<file path="src/rtl/stm_transition_scheduler_pkg.sv">
// stm_sched_pkg: shared types and constants for the STM transition scheduler
//   transition_mode_t : how a pending segment change is released
//   sched_state_t     : scheduler FSM states
//   MODE_*            : named mode encodings, REP_INFINITE : repeat-forever count
package stm_sched_pkg;
  typedef enum logic [2:0] {
    TM_IMMEDIATE = 3'd0,
    TM_SYNC_IDX  = 3'd1,
    TM_SYS_TIME  = 3'd2,
    TM_GPIO      = 3'd3
  } transition_mode_t;
  typedef enum logic [1:0] {
    ST_IDLE = 2'd0,
    ST_WAIT = 2'd1,
    ST_FIRE = 2'd2
  } sched_state_t;
  localparam logic [2:0] MODE_IMMEDIATE = 3'd0;
  localparam logic [2:0] MODE_SYNC_IDX = 3'd1;
  localparam logic [2:0] MODE_SYS_TIME = 3'd2;
  localparam logic [2:0] MODE_GPIO = 3'd3;
  localparam logic [31:0] REP_INFINITE = 32'hFFFF_FFFF;
  function automatic logic mode_defined(input logic [2:0] m);
    return m <= MODE_GPIO;
  endfunction
endpackage

</file>
<file path="src/rtl/stm_transition_scheduler_if.sv">
// stm_transition_scheduler_if: controller/swapchain-side signals of one STM scheduler
//   request : SETTINGS_VALID, REQ_SEGMENT, REQ_REP, TRANSITION_MODE, TRANSITION_VALUE
//   status  : SYS_TIME, GPIO_IN, CUR_SEGMENT, IDX_0/1, CYCLE_0/1
//   result  : UPDATE_SETTINGS, REQ_RD_SEGMENT, REP_0/1, PENDING, DROPPED, MODE_ERR
//   master drives request/status, slave (the scheduler) drives result
interface stm_transition_scheduler_if #(
  parameter int TIME_W = 64,
  parameter int GPIO_N = 4
);
  logic SETTINGS_VALID;
  logic REQ_SEGMENT;
  logic [31:0] REQ_REP;
  logic [2:0] TRANSITION_MODE;
  logic [TIME_W-1:0] TRANSITION_VALUE;
  logic [TIME_W-1:0] SYS_TIME;
  logic [GPIO_N-1:0] GPIO_IN;
  logic CUR_SEGMENT;
  logic [15:0] IDX_0;
  logic [15:0] IDX_1;
  logic [15:0] CYCLE_0;
  logic [15:0] CYCLE_1;
  logic UPDATE_SETTINGS;
  logic REQ_RD_SEGMENT;
  logic [31:0] REP_0;
  logic [31:0] REP_1;
  logic PENDING;
  logic DROPPED;
  logic MODE_ERR;
  modport master (
    output SETTINGS_VALID, REQ_SEGMENT, REQ_REP, TRANSITION_MODE, TRANSITION_VALUE,
    output SYS_TIME, GPIO_IN, CUR_SEGMENT, IDX_0, IDX_1, CYCLE_0, CYCLE_1,
    input  UPDATE_SETTINGS, REQ_RD_SEGMENT, REP_0, REP_1, PENDING, DROPPED, MODE_ERR
  );
  modport slave (
    input  SETTINGS_VALID, REQ_SEGMENT, REQ_REP, TRANSITION_MODE, TRANSITION_VALUE,
    input  SYS_TIME, GPIO_IN, CUR_SEGMENT, IDX_0, IDX_1, CYCLE_0, CYCLE_1,
    output UPDATE_SETTINGS, REQ_RD_SEGMENT, REP_0, REP_1, PENDING, DROPPED, MODE_ERR
  );
endinterface

</file>
<file path="src/rtl/stm_transition_scheduler.sv">
// stm_transition_scheduler: holds a segment-change request until its transition condition
//   is met, then pulses UPDATE_SETTINGS with stable REQ_RD_SEGMENT/REP_0/REP_1
//   CLK : system clock
//   RST : synchronous reset, active-high
//   bus : stm_transition_scheduler_if.slave (request in, status in, result out)
module stm_transition_scheduler
  import stm_sched_pkg::*;
#(
  parameter int TIME_W = 64,
  parameter int GPIO_N = 4
) (
  input logic CLK,
  input logic RST,
  stm_transition_scheduler_if.slave bus
);
  localparam int SEL_W = GPIO_N > 1 ? $clog2(GPIO_N) : 1;
  sched_state_t state, state_n;
  logic p_seg;
  logic [31:0] p_rep;
  transition_mode_t p_mode;
  logic [TIME_W-1:0] p_val;
  logic [GPIO_N-1:0] gpio_prev;
  logic [SEL_W-1:0] req_sel, sel;
  logic req_ok, accept, cond, fire;
  assign req_sel = bus.TRANSITION_VALUE[SEL_W-1:0];
  assign sel = p_val[SEL_W-1:0];
  always_comb begin
    req_ok = mode_defined(bus.TRANSITION_MODE) &&
             (bus.TRANSITION_MODE != MODE_GPIO || 32'(req_sel) < 32'(GPIO_N));
    accept = bus.SETTINGS_VALID && req_ok;
    cond = p_mode == TM_IMMEDIATE ? 1'b1 :
           p_mode == TM_SYNC_IDX  ? (bus.CUR_SEGMENT ? bus.IDX_1 == bus.CYCLE_1 : bus.IDX_0 == bus.CYCLE_0) :
           p_mode == TM_SYS_TIME  ? bus.SYS_TIME >= p_val :
                                    bus.GPIO_IN[sel] & ~gpio_prev[sel];
    // a request arriving in WAIT replaces the pending one, so the old condition is ignored
    fire = state == ST_WAIT && !accept && cond;
    state_n = accept ? ST_WAIT : fire ? ST_FIRE : state == ST_FIRE ? ST_IDLE : state;
  end
  always_ff @(posedge CLK) begin
    if (RST) state <= ST_IDLE;
    else state <= state_n;
  end
  // edge history runs in every state so a level already high at latch time never fires
  always_ff @(posedge CLK) gpio_prev <= bus.GPIO_IN;
  always_ff @(posedge CLK) begin
    if (RST) begin
      p_seg <= 1'b0;
      p_rep <= REP_INFINITE;
      p_mode <= TM_IMMEDIATE;
      p_val <= '0;
      bus.REQ_RD_SEGMENT <= 1'b0;
      bus.REP_0 <= REP_INFINITE;
      bus.REP_1 <= REP_INFINITE;
      bus.DROPPED <= 1'b0;
      bus.MODE_ERR <= 1'b0;
    end else begin
      bus.DROPPED <= accept && state == ST_WAIT;
      bus.MODE_ERR <= bus.SETTINGS_VALID && !req_ok;
      if (accept) begin
        p_seg <= bus.REQ_SEGMENT;
        p_rep <= bus.REQ_REP;
        p_mode <= transition_mode_t'(bus.TRANSITION_MODE);
        p_val <= bus.TRANSITION_VALUE;
      end
      if (fire) begin
        bus.REQ_RD_SEGMENT <= p_seg;
        if (p_seg) bus.REP_1 <= p_rep;
        else bus.REP_0 <= p_rep;
      end
    end
  end
  assign bus.UPDATE_SETTINGS = state == ST_FIRE;
  assign bus.PENDING = state == ST_WAIT;
endmodule

</file>
<file path="src/flat_wrapper.sv">
// flat-port wrapper written by rule: the top's interface ports become plain ports
module stm_transition_scheduler_flat import stm_sched_pkg::*;
#(
  parameter int TIME_W = 64,
  parameter int GPIO_N = 4
)
  (CLK, RST, bus_SETTINGS_VALID, bus_REQ_SEGMENT, bus_REQ_REP, bus_TRANSITION_MODE, bus_TRANSITION_VALUE, bus_SYS_TIME, bus_GPIO_IN, bus_CUR_SEGMENT, bus_IDX_0, bus_IDX_1, bus_CYCLE_0, bus_CYCLE_1, bus_UPDATE_SETTINGS, bus_REQ_RD_SEGMENT, bus_REP_0, bus_REP_1, bus_PENDING, bus_DROPPED, bus_MODE_ERR);
  stm_transition_scheduler_if #(.TIME_W(TIME_W), .GPIO_N(GPIO_N)) bus_i ();
  input logic CLK;
  input logic RST;
  input wire logic [$bits(bus_i.SETTINGS_VALID)-1:0] bus_SETTINGS_VALID;
  input wire logic [$bits(bus_i.REQ_SEGMENT)-1:0] bus_REQ_SEGMENT;
  input wire logic [$bits(bus_i.REQ_REP)-1:0] bus_REQ_REP;
  input wire logic [$bits(bus_i.TRANSITION_MODE)-1:0] bus_TRANSITION_MODE;
  input wire logic [$bits(bus_i.TRANSITION_VALUE)-1:0] bus_TRANSITION_VALUE;
  input wire logic [$bits(bus_i.SYS_TIME)-1:0] bus_SYS_TIME;
  input wire logic [$bits(bus_i.GPIO_IN)-1:0] bus_GPIO_IN;
  input wire logic [$bits(bus_i.CUR_SEGMENT)-1:0] bus_CUR_SEGMENT;
  input wire logic [$bits(bus_i.IDX_0)-1:0] bus_IDX_0;
  input wire logic [$bits(bus_i.IDX_1)-1:0] bus_IDX_1;
  input wire logic [$bits(bus_i.CYCLE_0)-1:0] bus_CYCLE_0;
  input wire logic [$bits(bus_i.CYCLE_1)-1:0] bus_CYCLE_1;
  output wire logic [$bits(bus_i.UPDATE_SETTINGS)-1:0] bus_UPDATE_SETTINGS;
  output wire logic [$bits(bus_i.REQ_RD_SEGMENT)-1:0] bus_REQ_RD_SEGMENT;
  output wire logic [$bits(bus_i.REP_0)-1:0] bus_REP_0;
  output wire logic [$bits(bus_i.REP_1)-1:0] bus_REP_1;
  output wire logic [$bits(bus_i.PENDING)-1:0] bus_PENDING;
  output wire logic [$bits(bus_i.DROPPED)-1:0] bus_DROPPED;
  output wire logic [$bits(bus_i.MODE_ERR)-1:0] bus_MODE_ERR;
  assign bus_i.SETTINGS_VALID = bus_SETTINGS_VALID;
  assign bus_i.REQ_SEGMENT = bus_REQ_SEGMENT;
  assign bus_i.REQ_REP = bus_REQ_REP;
  assign bus_i.TRANSITION_MODE = bus_TRANSITION_MODE;
  assign bus_i.TRANSITION_VALUE = bus_TRANSITION_VALUE;
  assign bus_i.SYS_TIME = bus_SYS_TIME;
  assign bus_i.GPIO_IN = bus_GPIO_IN;
  assign bus_i.CUR_SEGMENT = bus_CUR_SEGMENT;
  assign bus_i.IDX_0 = bus_IDX_0;
  assign bus_i.IDX_1 = bus_IDX_1;
  assign bus_i.CYCLE_0 = bus_CYCLE_0;
  assign bus_i.CYCLE_1 = bus_CYCLE_1;
  assign bus_UPDATE_SETTINGS = bus_i.UPDATE_SETTINGS;
  assign bus_REQ_RD_SEGMENT = bus_i.REQ_RD_SEGMENT;
  assign bus_REP_0 = bus_i.REP_0;
  assign bus_REP_1 = bus_i.REP_1;
  assign bus_PENDING = bus_i.PENDING;
  assign bus_DROPPED = bus_i.DROPPED;
  assign bus_MODE_ERR = bus_i.MODE_ERR;
  stm_transition_scheduler #(.TIME_W(TIME_W), .GPIO_N(GPIO_N)) u_core (.CLK(CLK), .RST(RST), .bus(bus_i));
endmodule
</file>
<file path="config.mk">
export PLATFORM = sky130hd
export DESIGN_NAME = stm_transition_scheduler_flat
export DESIGN_NICKNAME = d
export VERILOG_FILES = /design/src/rtl/stm_transition_scheduler_pkg.sv /design/src/rtl/stm_transition_scheduler_if.sv /design/src/rtl/stm_transition_scheduler.sv /design/src/flat_wrapper.sv
export SDC_FILE = /design/constraint.sdc
export NUM_CORES = 1
export LEC_CHECK = 0
export BUFFER_PORTS_ARGS = -buffer_cell sky130_fd_sc_hd__buf_2
export CAP_MARGIN = 20
export CORE_UTILIZATION = 44
export CTS_CLUSTER_SIZE = 24
export DETAILED_ROUTE_END_ITERATION = 6
export PLACE_DENSITY = 0.85
export SLEW_MARGIN = 15
export SYNTH_ARGS = -nofsm -noshare
export SYNTH_HDL_FRONTEND = slang
export SYNTH_SLANG_ARGS = --single-unit
</file>
<file path="constraint.sdc">
create_clock -name CLK -period 2.9 [get_ports CLK]
set_clock_uncertainty 0.15 [all_clocks]
set_input_delay 0.29 -clock CLK [delete_from_list [all_inputs] [get_ports CLK]]
set_output_delay 0.29 -clock CLK [all_outputs]
set_load 0.1 [all_outputs]
</file>
==> metrics <==
global route overflow=0; via count=a little under 8,000; iteration count of the initial detailed-routing pass=5; share of the clock period used by the worst path=103%; Placeable Area=0.0173 mm2; crit-path max cell delay=0.38 ns; clk buf depth=2; class of the worst hold path=primary input to flip-flop; CTS root buf=sky130_fd_sc_hd__clkbuf_16; areal power density over the cells=just over 500 mW/mm2; DRC violation count after routing=0; share of synthesized registers carrying an async set or reset=0%; worst slew margin relative to its limit=between 30% and 40%; number of unique standard cell types used by synthesis=between 40 and 50; violated checks=setup timing; average size of a mapped cell=about 9.3 um2; count of warnings emitted by yosys=0; clock network latency to the later pin of the worst-skew pair=about 0.43 ns; crit path max fanout=8; peak supply drop=approximately 0.00044 V; overall global routing resource usage=between 20 and 30%; number of hold violations in the final report=0; detailed router's first-iteration violation count=about 310; netlist area before placement=~0.0078 mm2; TritonCTS clock tree=built; vias in the first global route=7,987; antenna violations before repair=1; most frequent standard cell in the layout excluding fill and tap cells=sky130_fd_sc_hd__buf_2; Clock H-tree levels=4; Fillers=approximately 1,200; element type at the critical path end=flip-flop; maximum number of pins on one net before global-route repair=just under 100; Synth Flop Type=sky130_fd_sc_hd__dfxtp_1; Post-Synth Adder-Cell Area=10.3%; number of clock buffers inserted by TritonCTS=17; dpl cells=between 1,000 and 1,500; most used cells in the layout excluding fill and tap cells=sky130_fd_sc_hd__buf_2 (304), sky130_fd_sc_hd__dfxtp_1 (169), sky130_fd_sc_hd__dlygate4sd3_1 (105); effective utilization at floorplan=between 40% and 50%; row count=between 40 and 50; fraction of synthesized cell area in xor and xnor cells=3.61%; post-synthesis to final-layout area growth=49.5%; count of port buffers added during placement=approximately 300; number of I/O pins=roughly 300; antenna-violating nets left=0; die area=around 0.018 mm2; post-synthesis simple-gate area fraction=12.9%; post-route minimum period=around 3.0 ns; CP Data Required Time=3.10 ns; Setup Viol. Count Final=34; Worst Hold Slack=roughly 0.11 ns; worst-margin pin slew=approximately 0.93 ns; sequential share of the synthesized area=between 40% and 50%; routability congestion estimate from global placement=~0.81; number of standard cells in the layout, taps in and fillers out=about 1,500; Syn Inst Count=around 840; number of nets in the layout=about 1,600; DP HPWL=roughly 15,000 um; max-slew violation count=0; Sinks on Clock Net=around 170; share of layout cells above drive strength 1=32.1%; final critical-path setup slack=-0.0918 ns; Crit path arrival time=approximately 3.2 ns; Synth Register Bits=roughly 170; overall power of the completed layout=just under 6 mW; Peak Freq=between 300 and 400 MHz; Wirelength per Cell=between 15 and 20 um; cell breakdown of the critical path=inv_2, ha_4, and4_1, nand4_1, or3_4, a21o_2, o31a_1, buf_6, a2111oi_4, buf_4, buf_8, mux2i_1; share of the synthesized area in compound gates (AO/OA/AOI/OAI)=roughly 14%; static leakage power=roughly 4.9 nW; x dimension of the die=135 um; average via count per standard cell=just over 5; number of violations of the max-capacitance limit=0; dominant combinational cell family by area after synthesis=compound AO/OA/AOI/OAI gates; first-pass GRT wire length=approximately 38,000 um; EDFF count, synth=0; type of the worst setup path=flip-flop to flip-flop; Routed WL=between 20,000 and 30,000 um; cell with the largest stage delay on the worst path=sky130_fd_sc_hd__or3_4; kind of start point of the critical path=flip-flop; number of nets produced by synthesis=~1,100; setup repair after global routing missed its margin=true; status=finished, violations left; fraction of synthesized area in multiplexers=~8.4%; clock edge transition at the registers on the reported setup and hold paths=0.08 ns; die extent in y=about 130 um
## power breakdown
part / switching, mW / leakage, nW / total, mW / internal [mW]
clock network: 1.12 / 0.320 / 2.49 / 1.37
logic: 0.464 / 3.12 / 0.901 / 0.437
registers: 0.0339 / 1.41 / 2.49 / 2.46
total: 1.62 / 4.86 / 5.88 / 4.26
## cell usage after synthesis (2+ instances only)
cell type | n | area share, %
sky130_fd_sc_hd__nor3_1 | 4 | 0.26
sky130_fd_sc_hd__mux2i_1 | 65 | 8.4
sky130_fd_sc_hd__buf_6 | 7 | 1.0
sky130_fd_sc_hd__nand2b_1 | 3 | 0.24
sky130_fd_sc_hd__a21oi_1 | 18 | 1.2
sky130_fd_sc_hd__nor2_1 | 106 | 5.1
sky130_fd_sc_hd__buf_1 | 3 | 0.14
sky130_fd_sc_hd__nand4_1 | 12 | 0.97
sky130_fd_sc_hd__and2_1 | 2 | 0.16
sky130_fd_sc_hd__o22a_1 | 32 | 3.6
sky130_fd_sc_hd__clkbuf_1 | 20 | 0.97
sky130_fd_sc_hd__a221oi_1 | 4 | 0.45
sky130_fd_sc_hd__dfxtp_1 | 173 | 45
sky130_fd_sc_hd__a22o_1 | 3 | 0.34
sky130_fd_sc_hd__a211oi_1 | 4 | 0.39
sky130_fd_sc_hd__a22oi_1 | 2 | 0.19
sky130_fd_sc_hd__xor2_1 | 32 | 3.6
sky130_fd_sc_hd__dlygate4sd3_1 | 7 | 0.90
sky130_fd_sc_hd__a21o_2 | 2 | 0.23
sky130_fd_sc_hd__nand3_1 | 5 | 0.32
sky130_fd_sc_hd__nor2b_1 | 2 | 0.16
sky130_fd_sc_hd__inv_1 | 68 | 3.3
sky130_fd_sc_hd__and4_1 | 2 | 0.23
sky130_fd_sc_hd__o211ai_1 | 2 | 0.19
sky130_fd_sc_hd__nand2_1 | 81 | 3.9
sky130_fd_sc_hd__a2111oi_4 | 2 | 0.71
sky130_fd_sc_hd__o21ai_1 | 2 | 0.13
sky130_fd_sc_hd__a21o_1 | 6 | 0.58
sky130_fd_sc_hd__ha_1 | 64 | 10
sky130_fd_sc_hd__o221ai_1 | 2 | 0.23
sky130_fd_sc_hd__and3_1 | 3 | 0.24
sky130_fd_sc_hd__o21a_1 | 2 | 0.19
sky130_fd_sc_hd__o21ai_0 | 73 | 4.7
sky130_fd_sc_hd__nor4_1 | 8 | 0.64
## what timing repair did
action                     CTS  global route
gates cloned                 5             2
setup endpoints to repair   64            65
hold endpoints to repair   104             0
pin swaps                    5             3
buffers inserted             9             4
hold buffers               105             0
resized for setup           14            28
## logic make-up after synthesis
group                      after synthesis
and+or+nand+nor                        234
DFF                                    173
AOI/OAI and AO/OA                      162
buffers and inverters                  105
muxes                                   65
adders and majority gates               64
xor gates and xnor gates                32
## flip-flops by register name, summed over array words and instances, names as in the netlist
signal                     cells
u_core.p_val                  64
u_core.bus.REP_0              32
u_core.bus.REP_1              32
u_core.p_rep                  32
u_core.gpio_prev               4
u_core.p_mode                  3
u_core.state                   2
u_core.bus.DROPPED             1
u_core.bus.MODE_ERR            1
u_core.bus.REQ_RD_SEGMENT      1
u_core.p_seg                   1
## path summary, 6_finish.rpt
| check | startpoint | end | slack (ns) | cells after the start |
|---|---|---|---|---|
| max | u_core.p_val[46] | u_core.bus.REP_0[20] | -0.09 | 12 |
| min | RST | u_core.state[1] | 0.11 | 3 |
| max reg2reg | u_core.p_val[46] | u_core.bus.REP_0[20] | -0.09 | 12 |
| min reg2reg | u_core.bus.REQ_RD_SEGMENT | u_core.bus.REQ_RD_SEGMENT | 0.31 | 2 |
## per-layer routing
metal,share of wire (%),track usage [%],vias to the layer above
met5,0,0,-
met4,3.9,16.1,0
met3,7.9,6.98,93
met2,52,50.4,394
met1,36,27.4,3575
li1,-,-,3721
## stage by stage
| stage | TNS, ns | cell area [um2] | setup slack, ns | utilization (%) |
|---|---|---|---|---|
| global route | -6.22 | 11600 | -0.171 | 67.2 |
| CTS | 0 | 11500 | 0.000912 | 66.3 |
| detailed placement | -5.86 | 9490 | -0.124 | 54.9 |
| floorplan | 0 | 7770 | 0.0933 | - |
| finish | -1.07 | 11600 | -0.0918 | 67.2 |
| global placement | -1.98 | 9490 | -0.0400 | 54.9 |
## cell type report
class                           count  area [um2]  area share (%)
Multi-Input combinational cell    557        3960            34.0
Clock buffer                       18         439            3.78
Antenna cell                        1        2.50          0.0215
Timing Repair Buffer              442        3000            25.8
Sequential cell                   173        3470            29.8
Clock inverter                     14         220            1.89
Tap cell                          225         282            2.42
Inverter                           68         255            2.20
## worst max-delay path, delay by kind of cell, from the launching register on
| family | cells | cell delay [ns] |
|---|---|---|
| flip-flops | 1 | 0.33 |
| AND/OR/NAND/NOR | 3 | 0.70 |
| buffers and inverters | 4 | 0.59 |
| multiplexers | 1 | 0.24 |
| adder cells (fa/ha/maj) | 1 | 0.26 |
| AO/OA/AOI/OAI | 3 | 0.65 |
No activity file was read; power rests on OpenSTA's default activity.
